--- config.mk ---
export PLATFORM = sky130hd
export DESIGN_NAME = fifo_pkt_framer_flat
export DESIGN_NICKNAME = d
export VERILOG_FILES = /design/src/rtl/fifo_pkt_framer_if.sv /design/src/rtl/fifo_pkt_framer.sv /design/src/flat_wrapper.sv
export SDC_FILE = /design/constraint.sdc
export NUM_CORES = 1
export LEC_CHECK = 0
export BUFFER_PORTS_ARGS = -buffer_cell sky130_fd_sc_hd__clkbuf_2
export CORE_ASPECT_RATIO = 0.6
export CORE_MARGIN = 1.5
export CORE_UTILIZATION = 55
export DETAILED_ROUTE_END_ITERATION = 8
export PLACE_DENSITY = 0.81
export SYNTH_ARGS = -nofsm -noshare
export SYNTH_HDL_FRONTEND = slang
export SYNTH_SLANG_ARGS = --single-unit
--- constraint.sdc ---
create_clock -name clk -period 2.8 [get_ports clk]
set_input_delay 0.56 -clock clk [delete_from_list [all_inputs] [get_ports clk]]
set_output_delay 0.56 -clock clk [all_outputs]
set_load 0.01 [all_outputs]
--- src/rtl/fifo_pkt_framer_if.sv ---
// Handshake bundle between the framer, its upstream sync FIFO and the byte sink.
// master is the framer side; slave is the FIFO/sink side.
interface fifo_pkt_framer_if #(
  parameter int DATA_WIDTH = 8
);
  logic                  fifo_empty;
  logic                  rd_en;
  logic                  rd_vld;
  logic [DATA_WIDTH-1:0] fifo_data;
  logic                  tx_valid;
  logic                  tx_ready;
  logic [DATA_WIDTH-1:0] tx_data;
  logic                  tx_last;

  modport master (
    input  fifo_empty, rd_vld, fifo_data, tx_ready,
    output rd_en, tx_valid, tx_data, tx_last
  );

  modport slave (
    output fifo_empty, rd_vld, fifo_data, tx_ready,
    input  rd_en, tx_valid, tx_data, tx_last
  );
endinterface

--- src/rtl/fifo_pkt_framer.sv ---
// Pulls up to PKT_LEN bytes from a sync FIFO and emits A5 | len | payload | checksum,
// flushing a partial packet after TIMEOUT idle cycles.
module fifo_pkt_framer #(
  parameter int DATA_WIDTH = 8,
  parameter int PKT_LEN    = 4,
  parameter int TIMEOUT    = 16
) (
  input  logic                clk,
  input  logic                rstn,
  fifo_pkt_framer_if.master   bus,
  output logic                busy,
  output logic [15:0]         pkt_count
);
  localparam logic [3:0] PLEN = 4'(PKT_LEN);
  localparam logic [7:0] TOUT = 8'(TIMEOUT);

  typedef enum logic [2:0] {IDLE, COLLECT, HDR, LEN, PAY, CSUM} state_t;

  state_t                state_q, state_d;
  logic [3:0]            req_cnt_q, req_cnt_d;
  logic [3:0]            cap_cnt_q, cap_cnt_d;
  logic [3:0]            idx_q, idx_d;
  logic [7:0]            to_cnt_q, to_cnt_d;
  logic [DATA_WIDTH-1:0] sum_q, sum_d;
  logic [15:0]           pkt_count_q, pkt_count_d;
  logic [DATA_WIDTH-1:0] pbuf_q [0:15];
  logic                  cap_we;
  logic                  rd_en_c, tx_valid_c, tx_last_c;
  logic [DATA_WIDTH-1:0] tx_data_c;

  always_ff @(posedge clk or negedge rstn) begin
    if (!rstn) state_q <= IDLE;
    else       state_q <= state_d;
  end

  always_ff @(posedge clk or negedge rstn) begin
    if (!rstn) begin
      req_cnt_q   <= '0;
      cap_cnt_q   <= '0;
      idx_q       <= '0;
      to_cnt_q    <= '0;
      sum_q       <= '0;
      pkt_count_q <= '0;
    end else begin
      req_cnt_q   <= req_cnt_d;
      cap_cnt_q   <= cap_cnt_d;
      idx_q       <= idx_d;
      to_cnt_q    <= to_cnt_d;
      sum_q       <= sum_d;
      pkt_count_q <= pkt_count_d;
    end
  end

  // Payload store needs no reset: it is only read at indices written this packet.
  always_ff @(posedge clk) begin
    if (cap_we) pbuf_q[cap_cnt_q] <= bus.fifo_data;
  end

  always_comb begin
    state_d     = state_q;
    req_cnt_d   = req_cnt_q;
    cap_cnt_d   = cap_cnt_q;
    idx_d       = idx_q;
    to_cnt_d    = to_cnt_q;
    sum_d       = sum_q;
    pkt_count_d = pkt_count_q;
    cap_we      = 1'b0;
    rd_en_c     = 1'b0;
    tx_valid_c  = 1'b0;
    tx_last_c   = 1'b0;
    tx_data_c   = '0;
    unique case (state_q)
      IDLE: if (!bus.fifo_empty) state_d = COLLECT;
      COLLECT: begin
        rd_en_c = !bus.fifo_empty && (req_cnt_q < PLEN);
        if (rd_en_c) req_cnt_d = req_cnt_q + 4'd1;
        if (bus.rd_vld && (cap_cnt_q < PLEN)) begin
          cap_we    = 1'b1;
          cap_cnt_d = cap_cnt_q + 4'd1;
          sum_d     = sum_q + bus.fifo_data;
        end
        if (rd_en_c || bus.rd_vld) to_cnt_d = '0;
        else if (to_cnt_q != TOUT) to_cnt_d = to_cnt_q + 8'd1;
        // A read issued this cycle would be orphaned, so the flush waits for it.
        if ((cap_cnt_q == PLEN) ||
            ((to_cnt_q == TOUT) && (cap_cnt_q == req_cnt_q) &&
             (cap_cnt_q != 4'd0) && !rd_en_c))
          state_d = HDR;
      end
      HDR: begin
        tx_valid_c = 1'b1;
        tx_data_c  = DATA_WIDTH'(8'hA5);
        if (bus.tx_ready) state_d = LEN;
      end
      LEN: begin
        tx_valid_c = 1'b1;
        tx_data_c  = DATA_WIDTH'(cap_cnt_q);
        if (bus.tx_ready) begin
          state_d = PAY;
          idx_d   = '0;
        end
      end
      PAY: begin
        tx_valid_c = 1'b1;
        tx_data_c  = pbuf_q[idx_q];
        if (bus.tx_ready) begin
          idx_d = idx_q + 4'd1;
          if (idx_q == cap_cnt_q - 4'd1) state_d = CSUM;
        end
      end
      CSUM: begin
        tx_valid_c = 1'b1;
        tx_last_c  = 1'b1;
        tx_data_c  = sum_q + DATA_WIDTH'(cap_cnt_q);
        if (bus.tx_ready) begin
          state_d     = IDLE;
          pkt_count_d = pkt_count_q + 16'd1;
          req_cnt_d   = '0;
          cap_cnt_d   = '0;
          idx_d       = '0;
          to_cnt_d    = '0;
          sum_d       = '0;
        end
      end
      default: state_d = IDLE;
    endcase
  end

  assign bus.rd_en    = rd_en_c;
  assign bus.tx_valid = tx_valid_c;
  assign bus.tx_data  = tx_data_c;
  assign bus.tx_last  = tx_last_c;
  assign busy         = (state_q != IDLE);
  assign pkt_count    = pkt_count_q;
endmodule

--- src/flat_wrapper.sv ---
// flat-port wrapper written by rule: the top's interface ports become plain ports
module fifo_pkt_framer_flat 
#(
  parameter int DATA_WIDTH = 8,
  parameter int PKT_LEN    = 4,
  parameter int TIMEOUT    = 16
)
  (clk, rstn, busy, pkt_count, bus_fifo_empty, bus_rd_vld, bus_fifo_data, bus_tx_ready, bus_rd_en, bus_tx_valid, bus_tx_data, bus_tx_last);
  fifo_pkt_framer_if #(.DATA_WIDTH(DATA_WIDTH)) bus_i ();
  input  logic clk;
  input  logic rstn;
  output logic busy;
  output logic [15:0] pkt_count;
  input wire logic [$bits(bus_i.fifo_empty)-1:0] bus_fifo_empty;
  input wire logic [$bits(bus_i.rd_vld)-1:0] bus_rd_vld;
  input wire logic [$bits(bus_i.fifo_data)-1:0] bus_fifo_data;
  input wire logic [$bits(bus_i.tx_ready)-1:0] bus_tx_ready;
  output wire logic [$bits(bus_i.rd_en)-1:0] bus_rd_en;
  output wire logic [$bits(bus_i.tx_valid)-1:0] bus_tx_valid;
  output wire logic [$bits(bus_i.tx_data)-1:0] bus_tx_data;
  output wire logic [$bits(bus_i.tx_last)-1:0] bus_tx_last;
  assign bus_i.fifo_empty = bus_fifo_empty;
  assign bus_i.rd_vld = bus_rd_vld;
  assign bus_i.fifo_data = bus_fifo_data;
  assign bus_i.tx_ready = bus_tx_ready;
  assign bus_rd_en = bus_i.rd_en;
  assign bus_tx_valid = bus_i.tx_valid;
  assign bus_tx_data = bus_i.tx_data;
  assign bus_tx_last = bus_i.tx_last;
  fifo_pkt_framer #(.DATA_WIDTH(DATA_WIDTH), .PKT_LEN(PKT_LEN), .TIMEOUT(TIMEOUT)) u_core (.clk(clk), .rstn(rstn), .bus(bus_i), .busy(busy), .pkt_count(pkt_count));
endmodule
### Word level (Yosys, flattened, before mapping)

Memories as Yosys holds them, arrays and structs flattened.
Cells that the tools add are included.

* register bits: 47
* RAM bits: 128
* input port bits: 13
* word-level logic and storage cells: 90
* memories: 1

Memories
* u_core.pbuf_q: depth 16, bits a word 8, read ports 1, clocked after memory_dff 0, write ports 1, line fifo_pkt_framer.sv:26 `logic [DATA_WIDTH-1:0] pbuf_q [0:15];`

* add/subtract/negate cells: 8
* magnitude comparators: 2
* equality and inequality tests: 21
* mux-type cells: 29
* reduce and logical (&&, ||, !) cells: 22

Operators by type and width (count)
* $mux W8: 4
* $pmux W8 S2: 2
* $pmux W8 S4: 1
* $pmux W4 S2: 3
* $mux W3: 7
* $pmux W3 S6: 1
* $add A16 B1 Y16 const B: 1
* $mux W4: 4
* $add A4 B1 Y4 const B: 3
* $reduce_and A3 Y1: 4
* $ne A2 B1 Y1 const B: 5
* $ne A2 B2 Y1 const B: 5
* $add A8 B1 Y8 const B: 1
* $add A8 B4 Y8: 1
* $add A8 B8 Y8: 1
* $eq A4 B4 Y1: 2
* $eq A8 B5 Y1 const B: 1
* $lt A4 B3 Y1 const B: 2
* $ne A8 B5 Y1 const B: 1
* $mux W1: 7
* $reduce_and A7 Y1: 1
* $eq A3 B2 Y1 const B: 2
* $eq A3 B3 Y1 const B: 2
* $logic_and A1 B1 Y1: 5
* other kinds (13): 16

### Logic depth before layout (Yosys ltp)

* word-level depth: 7
* mapped depth: 8

### Least setup slack after synthesis

No wires, ideal clock.

* path type: register -> output
* start: reg u_core.cap_cnt_q[0]
* end: out bus_tx_data[6]
* arrival time: 1.823 ns
* slack: 0.417 ns
* stages on the path, launching flop included: 8
* cells stage by stage: dfrtp_1 > ha_1 > fa_1 > a21o_1 > a21oi_1 > nor2_1 > xnor2_1 > o21ai_0

* word-level cells in the longest chain between the ends: 2

Ends and longest elaborated chain
* start: declaration: line fifo_pkt_framer.sv:21 `logic [3:0] cap_cnt_q, cap_cnt_d;`
* start signal: assignment: line fifo_pkt_framer.sv:46 `cap_cnt_q <= cap_cnt_d;`
* $add A8 B4 Y8: line fifo_pkt_framer.sv:114 `tx_data_c = sum_q + DATA_WIDTH'(cap_cnt_q);`
* $pmux W8 S4: line fifo_pkt_framer.sv:72 `unique case (state_q)`
* end: declaration: line flat_wrapper.sv:20 `output wire logic [$bits(bus_i.tx_data)-1:0] bus_tx_data;`

Every way passes these cells.

### Worst setup path after layout

* start: reg u_core.idx_q[0]
* end: out bus_tx_data[7]

* word-level cells in the longest chain between the ends: 2

Ends and longest elaborated chain
* start: declaration: line fifo_pkt_framer.sv:22 `logic [3:0] idx_q, idx_d;`
* start signal: assignment: line fifo_pkt_framer.sv:47 `idx_q <= idx_d;`
* $mem_v2 Z16 W8
* $pmux W8 S4: line fifo_pkt_framer.sv:72

Every way passes these cells.

==> impl_results.md <==
- Crit share post-route: 1.07
- Die H: 96.3 um
- Antenna violations before repair: 0
- Asr flop ratio synth: 0.269
- Post-synth top area share: 0.482
- Max Clk Rate: 0.334 GHz
- Worst path arrival time: 2.44 ns
- Synth area leader: edfxtp_1
- Max-cap violations: 0
- Initial DRC count: 453
- Seq/Total Area, Yosys: 0.629
- Yosys warns: 0
- Final HPWL DP: 11300 um
- HP Class: input port to async pin
- Maximum vdd drop: 0.000584 V
- Post-Synthesis Mean Instance Area: 15.2 um^2
- Number of port buffers: 40
- Die area: 15300 um^2
- Critical path type: flop to output pin
- Vias/cell: 5.76
- Layout area overhead: 22.5%
- Die W: 158 um
- Total GRT Usage: 0.257
- Num rows: 33
- First-pass GRT wire length: 28000 um
- Critical path startpoint category: flop
- Pwr per Cell Area: 901 nW/um^2
- Setup crit end kind: output pin
- # hold bufs at CTS: 0
- Worst Tran Pin Value: 0.885 ns
- Seq cells post-synth: 175
- CP Data Required Time: 2.24 ns
- Most used DFF post-synth: edfxtp_1
- CP max FO: 5
- Setup-failing EPs final: 7
- Core Util, Final: 0.702
- DR pass1 iterations: 6
- Crit path time final: 3.00 ns
- DP Area: 8790 um^2
- Top post-synthesis cells by area: edfxtp_1, dfrtp_1, mux4_1
- Final Hold Violating Endpoints: 0
- Post-synth EDFFs: 128
- Vias in the first global route: 5105
- Leak pwr: 3.87 nW
- TritonCTS clock tree: built
- Antenna cells: 0
- Drt total wl: 18800 um
- Starting Density: 0.573
- Clk sinks: 175
- Status: finished, violations left
- Skew final: 0.0103 ns
- Netlist cell types: 64
- Grt ovf: 0
- Residual DRC: 0
- Failing checks: setup timing
- Nets: 730
- Placer Congestion: 0.890
- CTS HTree Levels: 4
- Count of pins over their slew limit: 0
- Vias: 5180
- Clk buf depth: 2
- Clock Latency Late Sink: 0.44 ns
- Hold Slack: 0.233 ns
- Mapped Area: 7980 um^2
- CTS Root Cell: clkbuf_16
- CTS buffer count: 17
- Final worst slack: -0.198 ns
- Relative max-transition margin: 0.410
- ANT nets after route: 0
- RSZ-0062 raised after global routing: true
- Finished Cell Area: 9770 um^2
- Syn Inst Count: 523
- Wire per inst: 20.9 um
- Final Power: 8.80 mW
- Largest net degree at the start of global routing: 38
- Core area: 13900 um^2
- Ratio of cells with drive above 1 in the final layout: 0.255
- Worst-path clk slew: 0.07 ns
- Pre-CTS WS: 0.128 ns
- Io pins: 41
-- path summary, 6_finish.rpt --
check	start	endpoint	slack [ns]	cells past startpoint
setup / recovery	u_core.idx_q[0]$_DFFE_PN0P_	bus_tx_data[7]	-0.20	8
hold / removal	rstn	u_core.to_cnt_q[3]$_DFFE_PN0P_	0.23	1
setup reg to reg	u_core.state_q[0]$_DFFE_PN0P_	u_core.pbuf_q[1][1]$_DFFE_PP_	0.34	4
hold reg to reg	u_core.pkt_count[8]$_DFFE_PN0P_	u_core.pkt_count[8]$_DFFE_PN0P_	0.51	1
max in group asynchronous	rstn	u_core.pkt_count[12]$_DFFE_PN0P_	1.82	2
min in group clk	bus_fifo_data[0]	u_core.pbuf_q[3][0]$_DFFE_PP_	0.39	1
-- placed cells by master (no fill, tap or decap), drive strengths merged, types with 4 or more instances in the layout --
| master | n |
|---|---|
| nor2 | 29 |
| xnor2 | 23 |
| nand3 | 13 |
| o31ai | 5 |
| xor2 | 10 |
| or3 | 6 |
| mux4 | 32 |
| a22oi | 5 |
| conb | 96 |
| nand2b | 4 |
| a31oi | 5 |
| clkbuf | 52 |
| inv | 20 |
| dfrtp | 47 |
| edfxtp | 128 |
| a21o | 5 |
| clkinv | 6 |
| mux2i | 9 |
| nand2 | 31 |
| nor3 | 5 |
| buf | 43 |
| nor2b | 8 |
| a21oi | 14 |
| and2 | 9 |
| o21ai | 26 |
| and3 | 6 |
| ha | 21 |
| a22o | 6 |
-- what timing repair did --
item                                    CTS  global route
pin swaps                                14            12
buffers inserted                         10            10
gates resized for setup                  37            29
cloned                                    3             0
endpoints found under the setup margin    8             8
-- routing by layer --
layer  vias up  wire length [um]  part of all wire  GRT usage
li1       2265                 -                 -          -
met1      2606              7740              0.41      0.355
met2       263              9070              0.48      0.404
met3        46              1500             0.080     0.0666
met4         0               481             0.026     0.0864
met5         -                 0                 0          0
-- state kept, by name (all words and copies together) (netlist names) --
name,cells
u_core.cap_cnt_q,4
u_core.to_cnt_q,8
u_core.pbuf_q,128
u_core.idx_q,4
u_core.req_cnt_q,4
u_core.sum_q,8
u_core.pkt_count,16
u_core.state_q,3
-- Yosys cell counts (3+ instances only) --
cell type and count:
nand2b_1 4, ha_1 21, clkbuf_1 7, and3_1 6, nand4_1 3, a21oi_1 14, o31ai_1 4, a21o_1 5
mux4_1 15, a22oi_1 5, a22o_1 6, nor2_1 28, xor2_1 10, dfrtp_1 47, nand3_1 12, inv_1 12
nor2b_1 8, edfxtp_1 128, a31oi_1 5, o21ai_0 25, mux2_2 3, nor3_1 3, nand2_1 31, mux4_2 17
and2_1 9, mux2i_1 9, or3_1 6, xnor2_1 23, a32o_1 3, buf_2 6
-- worst max-delay path, cell delays in order, from the launching register on --
cell and delay, ns:
dfrtp_2 0.45, buf_6 0.16, buf_16 0.13, mux4_2 0.53, a22oi_2 0.24, a31oi_2 0.14
nor2_1 0.14, a21oi_1 0.05, buf_2 0.15
-- per-stage QoR --
step / setup TNS, ns / cells
floorplan: 0 / 618
global placement: 0 / 847
detailed placement: 0 / 847
CTS: -0.791 / 892
global route: -1.38 / 899
finish: -0.891 / 899
-- cells by family (layout without fill, tap and decap cells) --
family,after synthesis,in the layout,synth area share
buf+inv,33,122,0.0234
fa+ha+maj,23,23,0.0380
flops,175,175,0.629
mux,44,44,0.113
compound gates,91,91,0.0786
other cells,1,96,0.000470
xor+xnor,33,33,0.0362
simple gates,123,123,0.0810
-- power breakdown --
group / internal [mW] / leakage (nW) / total [mW] / switching, mW
combinational: 1.46 / 1.74 / 3.10 / 1.64
sequential: 3.11 / 1.85 / 3.40 / 0.289
clock: 1.18 / 0.279 / 2.30 / 1.12
-- final cells by class --
type,instances,area (um^2)
Tap cell,192,240
Sequential cell,175,5020
Multi-Input combinational cell,410,3260
Clock buffer,17,425
Timing Repair Buffer,78,622
Fill cell,929,4150
Inverter,12,45.0
Clock inverter,15,146
Note: power is estimated with default switching activity, not from simulation.
